`config.mk`:
```
export PLATFORM = sky130hd
export DESIGN_NAME = seq_8b_piso_serializer
export DESIGN_NICKNAME = d
export VERILOG_FILES = /design/src/rtl/seq_8b_piso_serializer.sv
export SDC_FILE = /design/constraint.sdc
export NUM_CORES = 1
export LEC_CHECK = 0
export CAP_MARGIN = 20
export CORE_AREA = 8 8 47 49
export CTS_BUF_LIST = sky130_fd_sc_hd__clkbuf_8
export CTS_CLUSTER_DIAMETER = 100
export DETAILED_ROUTE_END_ITERATION = 6
export DIE_AREA = 0 0 55 57
export PLACE_DENSITY = 0.82
export SLEW_MARGIN = 20
export SYNTH_ARGS = -nofsm -noshare
export SYNTH_HDL_FRONTEND = slang
export SYNTH_SLANG_ARGS = --single-unit
```
`constraint.sdc`:
```
create_clock -name clk -period 2.9 [get_ports clk]
set_input_delay 0.58 -clock clk [delete_from_list [all_inputs] [get_ports clk]]
set_output_delay 0.58 -clock clk [all_outputs]
set_load 0.1 [all_outputs]
```
`src/rtl/seq_8b_piso_serializer.sv`:
```
// Parallel-in/serial-out transmitter: takes an NBITS word on a val/rdy port and
// drains it LSB first, one bit per val/rdy transfer, with zero-bubble reload.
//
// state | meaning
// IDLE  | no word held; ready to accept a new word
// SHIFT | presenting shreg[0]; advances on each accepted bit

module seq_8b_piso_serializer #(
  parameter int NBITS = 8
) (
  input  logic             clk,
  input  logic             reset,
  input  logic             in_val,
  output logic             in_rdy,
  input  logic [NBITS-1:0] in_msg,
  output logic             out_val,
  input  logic             out_rdy,
  output logic             out_msg,
  output logic             out_last
);

  localparam int CW = (NBITS > 1) ? $clog2(NBITS) : 1;
  localparam logic [CW-1:0] LAST_IDX = CW'(NBITS - 1);
  localparam logic [CW-1:0] PRE_LAST_IDX = CW'(NBITS - 2);

  typedef enum logic {
    IDLE  = 1'b0,
    SHIFT = 1'b1
  } state_t;

  state_t           state;
  logic [NBITS-1:0] shreg;
  logic [CW-1:0]    count;

  // out_last is only ever set in SHIFT, so it alone marks the reload slot.
  assign in_rdy = reset && ((state == IDLE) || (out_last && out_rdy));

  always_ff @(posedge clk or negedge reset) begin
    if (!reset) begin
      state    <= IDLE;
      shreg    <= '0;
      count    <= '0;
      out_val  <= 1'b0;
      out_msg  <= 1'b0;
      out_last <= 1'b0;
    end else begin
      case (state)
        IDLE: begin
          if (in_val) begin
            state    <= SHIFT;
            shreg    <= in_msg;
            count    <= '0;
            out_val  <= 1'b1;
            out_msg  <= in_msg[0];
            out_last <= 1'b0;
          end
        end
        SHIFT: begin
          if (out_rdy) begin
            if (count == LAST_IDX) begin
              count <= '0;
              if (in_val) begin
                shreg    <= in_msg;
                out_val  <= 1'b1;
                out_msg  <= in_msg[0];
                out_last <= 1'b0;
              end else begin
                state    <= IDLE;
                shreg    <= shreg >> 1;
                out_val  <= 1'b0;
                out_msg  <= 1'b0;
                out_last <= 1'b0;
              end
            end else begin
              shreg    <= shreg >> 1;
              count    <= count + 1'b1;
              out_msg  <= shreg[1];
              out_last <= (count == PRE_LAST_IDX);
            end
          end
        end
        default: begin
          state    <= IDLE;
          out_val  <= 1'b0;
          out_msg  <= 1'b0;
          out_last <= 1'b0;
        end
      endcase
    end
  end

endmodule

```
==> reports/qor.csv, run 1 <==
metric;value;unit
maxCapViolations;0;
finalCritPeriodShare;71.63;%
synth_seq_cells;14;
crit_type;in2out;
setup_viol;0;
yosysWarnings;0;
synthToLayoutAreaGrowth;28.89;%
endpoint_kind;output port;
crit_required;2320;ps
worst_slew_pin_slew;500.4;ps
antenna_found_initial;0;
slew_viol_final;0;
synth.avg_cell_area;10.39;µm²
syn-instance-count;75;
grt_start_max_net_pins;16;
crit_arrival;1500;ps
synth_nets;91;
synth_area;779.5;µm²
nNetsFinal;109;
seq_area_frac_synth;44.94;%
critPathMaxFanout;2;
htreeDepth;1;
synth_cell_type_count;23;
p_per_area;927.9;mW/mm²
die_w;55;µm
initial_core_util;49.44;%
overflow;0;
fp-row-count;15;
cts.sinks;14;
start_kind;input pin;
die_h;57;µm
routed_wl;1502;µm
cts_tree;done;
place_hpwl;1109;µm
postCtsHoldBufs;0;
finClkSkew;1.889;ps
drt_iter0_drc;8;
power.leakage;0.4921;nW
cts_buffers;3;
wire_per_inst;13.78;µm
gp_congestion;0.7748;
whs;530.1;ps
rsz0062_at_grt;false;
ctsRootBufferMaster;clkbuf_8;
max_clock_freq;481.4;MHz
holdCritPathClass;reg2reg;
clk_latency;240;ps
viasPerCell;5.596;
drt_first_pass_iters;4;
core;0.001577;mm²
clk_pin_slew;60;ps
grt_pass1_wl;2670;µm
grt_pass1_vias;654;
vias;610;
ios;16;
antennaDiodeCount;0;
die-area;0.003135;mm²
fin_tns_setup;0;ps
route.detailed.drc;0;
slew_headroom;66.54;%
fill_cells;134;
cts.repair.resized;0;
clockBufferDepth;2;
finalHoldViolCount;0;
status;finished clean;
drive_gt1_share;16.30;%
post-cts-setup-buffers;0;
grtUsageTotal;11.04;%
final_cell_mix;dfrtp_1 (14), clkdlybuf4s50_1 (11), mux2i_1 (10);
ant_nets;0;
irDropWorstVdd;0.4480;mV
final_common_cell;dfrtp_1;
port-buffer-count;15;
fin_crit;2077;ps
[layer usage]
layer	share of wire, %	track usage (%)	vias up	wire length [µm]
met4	3.1	6.186	0	47
li1	-	-	298	-
met1	43	13.08	291	651
met5	0	0	-	0
met2	47	16.69	16	709
met3	6.2	3.636	5	93
[critical path, stage by stage]
cell	delay [ps]
clkdlybuf4s50_1	480
nand2_1	70
a21boi_2	180
buf_12	190
[flip-flops by register name (all words and copies together) (netlist names)]
| name | flops |
|---|---|
| out_last | 1 |
| out_msg | 1 |
| out_val | 1 |
| count | 3 |
| shreg | 7 |
| state | 1 |
[through the flow]
stage	power (mW)	worst slack, ps	instance area (µm²)	util [%]	cells
after floorplan	0.6487	349.3	783.3	-	75
after global placement	0.7327	824.4	949.7	60.24	105
after detailed placement	0.7475	821.8	949.7	60.24	105
after CTS	0.9421	813.6	1005	63.73	109
after global routing	0.9998	770.1	1005	63.73	109
final	0.9323	822.7	1005	63.73	109
[worst paths after layout]
check / from / to / slack (ps) / depth (start not counted)
worst min-delay path: shreg[1] / shreg[1] / 530 / 2
worst min register to register: shreg[1] / shreg[1] / 530 / 2
worst max register to register: count[0] / count[0] / 1260 / 5
max in group asynchronous: reset / shreg[7] / 2040 / 2
min in group asynchronous: reset / count[0] / 690 / 2
worst max-delay path: out_rdy / in_rdy / 820 / 4
[cells by family (layout without fill, tap and decap cells)]
family | count (synthesis) | in the layout | synth area share (%)
AO/OA/AOI/OAI | 19 | 19 | 16.70
AND/OR/NAND/NOR | 19 | 19 | 11.88
flip-flops | 14 | 14 | 44.94
multiplexers | 12 | 12 | 15.73
buffers and inverters | 7 | 24 | 4.334
adder cells (fa/ha/maj) | 4 | 4 | 6.421
[synthesized netlist by cell type]
| library cell | count | area (µm²) |
|---|---|---|
| dfrtp_1 | 14 | 350.3 |
| mux2i_1 | 10 | 100.1 |
| nor2_1 | 8 | 30.03 |
| a21oi_1 | 7 | 35.03 |
| ha_1 | 4 | 50.05 |
| nand2_1 | 4 | 15.01 |
| o21ai_0 | 4 | 20.02 |
| a22o_1 | 3 | 26.28 |
| buf_2 | 3 | 15.01 |
| inv_1 | 3 | 11.26 |
| mux2_2 | 2 | 22.52 |
| nand2b_1 | 2 | 12.51 |
| a21boi_0 | 1 | 7.510 |
| a21boi_4 | 1 | 18.77 |
| a21o_1 | 1 | 7.510 |
| and3_1 | 1 | 6.260 |
| buf_4 | 1 | 7.510 |
| nand3_1 | 1 | 5.000 |
| nand4_1 | 1 | 6.260 |
| nand4b_1 | 1 | 8.760 |
| o221ai_1 | 1 | 8.760 |
| o22ai_1 | 1 | 6.260 |
| or3b_2 | 1 | 8.760 |
[power by group]
part,switching (mW),total (mW),internal (mW)
sequential,0.0642,0.334,0.270
clock,0.0706,0.191,0.120
combinational,0.242,0.407,0.165
total,0.377,0.932,0.556
[layout make-up]
type	instances	area (µm²)	share of cell area, %
multi-input cells	54	399.1	39.73
flip-flops and latches	14	350.3	34.87
repair buffers	17	167.7	16.69
clock buffers	4	55.05	5.479
well taps	17	21.27	2.117
inverters	3	11.26	1.121
(Power assumes the default switching activity.)
==> inputs of run 2 (changes only) <==
Settings changed: CORE_AREA 8 8 47 49 to 8 8 48 50, DIE_AREA 0 0 55 57 to 0 0 56 58, PLACE_DENSITY 0.82 to 0.78.
Clock period 2.9 ns to 2.1 ns, I/O delays scaled along.
==> run 2 against run 1 <==
Effect of this change:
- sequential share of layout area decreased by 0.68 points
- wire length is 0.20% higher
- critical path type unchanged
- critical path depth stayed put
- total power up 39%
- critical endpoint unchanged
- clock power is 36% higher
- largest power group unchanged
- final cell count up 1.8%
==> reports/qor.csv, run 2 (synthesized netlist as in run 1, its figures left out) <==
metric;value;unit;change
port-buffer-count;15;;unchanged
seq_area;351.6;µm²;was 350.3 µm²
cts_tree;done;;unchanged
hold_depth;2;;unchanged
initial_core_util;48.29;%;was 49.44%
cp_slowest_cell;clkdlybuf4s50_1;;unchanged
irDropWorstVdd;0.7245;mV;was 0.4480 mV
overflow;0;;unchanged
path_delay_family;buffers and inverters;;unchanged
fin_tns_setup;0;ps;unchanged
finClkSkew;1.202;ps;was 1.889 ps
antenna_found_initial;0;;unchanged
clk_latency;240;ps;about the same
route.detailed.drc;0;;unchanged
r2r-start;count[0];;unchanged
cpPeakStageDelay;500;ps;was 480 ps
r2r_cells;5;;unchanged
vias;588;;was 610
cts_buffers;3;;unchanged
finalHoldViolCount;0;;unchanged
r2r_slack;460;ps;was 1260 ps
holdCritPathClass;reg2reg;;unchanged
synthToLayoutAreaGrowth;31.94;%;was 28.89%
critPathMaxFanout;3;;was 2
holdPathEnd;shreg[1];;unchanged
timing.rr.end;shreg[3];;was count[0]
critPathBufInv;2;;unchanged
gp_congestion;0.7280;;was 0.7748
slew_headroom;65.16;%;was 66.54%
finalCritPeriodShare;86.03;%;
min_from;shreg[1];;unchanged
nNetsFinal;111;;was 109
multi_input_area;406.6;µm²;was 399.1 µm²
die_h;58;µm;was 57 µm
die-area;0.003248;mm²;was 0.003135 mm²
cts.repair.resized;0;;unchanged
status;finished clean;;unchanged
whs;538.1;ps;was 530.1 ps
fp-row-count;15;;unchanged
rsz0062_at_grt;false;;unchanged
drt_iter0_drc;7;;was 8
final_cell_mix;dfrtp_1 (13), clkdlybuf4s50_1 (11), mux2i_1 (10);;was dfrtp_1 (14), clkdlybuf4s50_1 (11), mux2i_1 (10)
endpoint_kind;output port;;unchanged
clk_pin_slew;60;ps;about the same
largestRegisters;shreg x7, count x3;;unchanged
fill_cells;125;;was 134
grt_pass1_vias;622;;was 654
setup_viol;0;;unchanged
place_hpwl;1123;µm;was 1109 µm
maxCapViolations;0;;unchanged
power.leakage;0.5045;nW;was 0.4921 nW
routed_wl;1505;µm;was 1502 µm
antennaDiodeCount;0;;unchanged
clockBufferDepth;2;;unchanged
max_clock_freq;553.5;MHz;
regMostFlops;shreg;;unchanged
viasPerCell;5.297;;was 5.596
crit_required;1680;ps;was 2320 ps
largest_register_ffs;7;;unchanged
core;0.001614;mm²;was 0.001577 mm²
fin_crit;1807;ps;
slew_viol_final;0;;unchanged
crit_arrival;1390;ps;was 1500 ps
crit_path_cell_trace;clkdlybuf4s50_1 -> nand2_1 -> a21boi_4 -> buf_12;;was clkdlybuf4s50_1 -> nand2_1 -> a21boi_2 -> buf_12
crit_type;in2out;;unchanged
grt_pass1_wl;2642;µm;was 2670 µm
ant_nets;0;;unchanged
ctsRootBufferMaster;clkbuf_8;;unchanged
grtUsageTotal;9.657;%;was 11.04%
worst_slew_pin_slew;522.6;ps;was 500.4 ps
drt_first_pass_iters;4;;unchanged
p_per_area;1260;mW/mm²;was 927.9 mW/mm²
wire_per_inst;13.56;µm;was 13.78 µm
grt_start_max_net_pins;16;;unchanged
final_common_cell;dfrtp_1;;unchanged
ios;16;;unchanged
postCtsHoldBufs;0;;unchanged
cts.sinks;14;;unchanged
htreeDepth;1;;unchanged
die_w;56;µm;was 55 µm
start_kind;input pin;;unchanged
drive_gt1_share;19.15;%;was 16.30%
post-cts-setup-buffers;0;;unchanged
## run 2: cell count changes in the layout (fill, tap and decap cells not counted)
| cell | before | now |
|---|---|---|
| dfrtp_2 | 0 | 1 |
| a21boi_2 | 1 | 0 |
| dfrtp_1 | 14 | 13 |
| buf_4 | 5 | 7 |
| a21boi_4 | 1 | 2 |
## run 2: routing by layer
layer | up-vias | global-route usage (%) | wire length, µm
li1 | 302 | - | -
met4 | 0 | 5.155 | 6
met1 | 270 | 11.57 | 674
met2 | 14 | 15.06 | 717
met3 | 2 | 3.057 | 106
met5 | - | 0 | 0
## run 2: final cells by class
| class | instances | area share [%] |
|---|---|---|
| Sequential cell | 14 | 34.18 |
| Tap cell | 17 | 2.068 |
| Multi-Input combinational cell | 54 | 39.54 |
| Clock buffer | 4 | 5.353 |
| Timing Repair Buffer | 19 | 17.76 |
| Inverter | 3 | 1.095 |
## run 2: worst max-delay path by stage
stage,startpoint,to,slack (ps),cells past startpoint
finish,out_rdy,in_rdy,290,4
global route,out_rdy,in_rdy,260,4
CTS,out_rdy,in_rdy,290,4
detailed placement,in_val,shreg[3],300,4
global placement,out_rdy,in_rdy,300,4
floorplan,out_last,in_rdy,230,2
## run 2: per-stage QoR
stage	worst slack, ps	cells	area [µm²]	util [%]	total power [mW]
detailed placement	300.0	107	973.4	60.31	1.046
CTS	287.8	111	1028	63.72	1.314
global placement	298.2	107	973.4	60.31	1.022
finish	293.4	111	1028	63.72	1.296
global route	257.3	111	1028	63.72	1.383
floorplan	226.2	75	792.0	-	0.9016
## run 2: worst reg2reg max path: stages, from the launching register on
cell	delay, ps
dfrtp_1	410
ha_1	230
ha_1	240
a21boi_4	280
mux2i_1	250
a21oi_1	100
## run 2: power breakdown
group	switching [mW]	internal, mW	total, mW
Combinational	0.341	0.233	0.573
Clock	0.0945	0.166	0.260
Sequential	0.0880	0.375	0.463
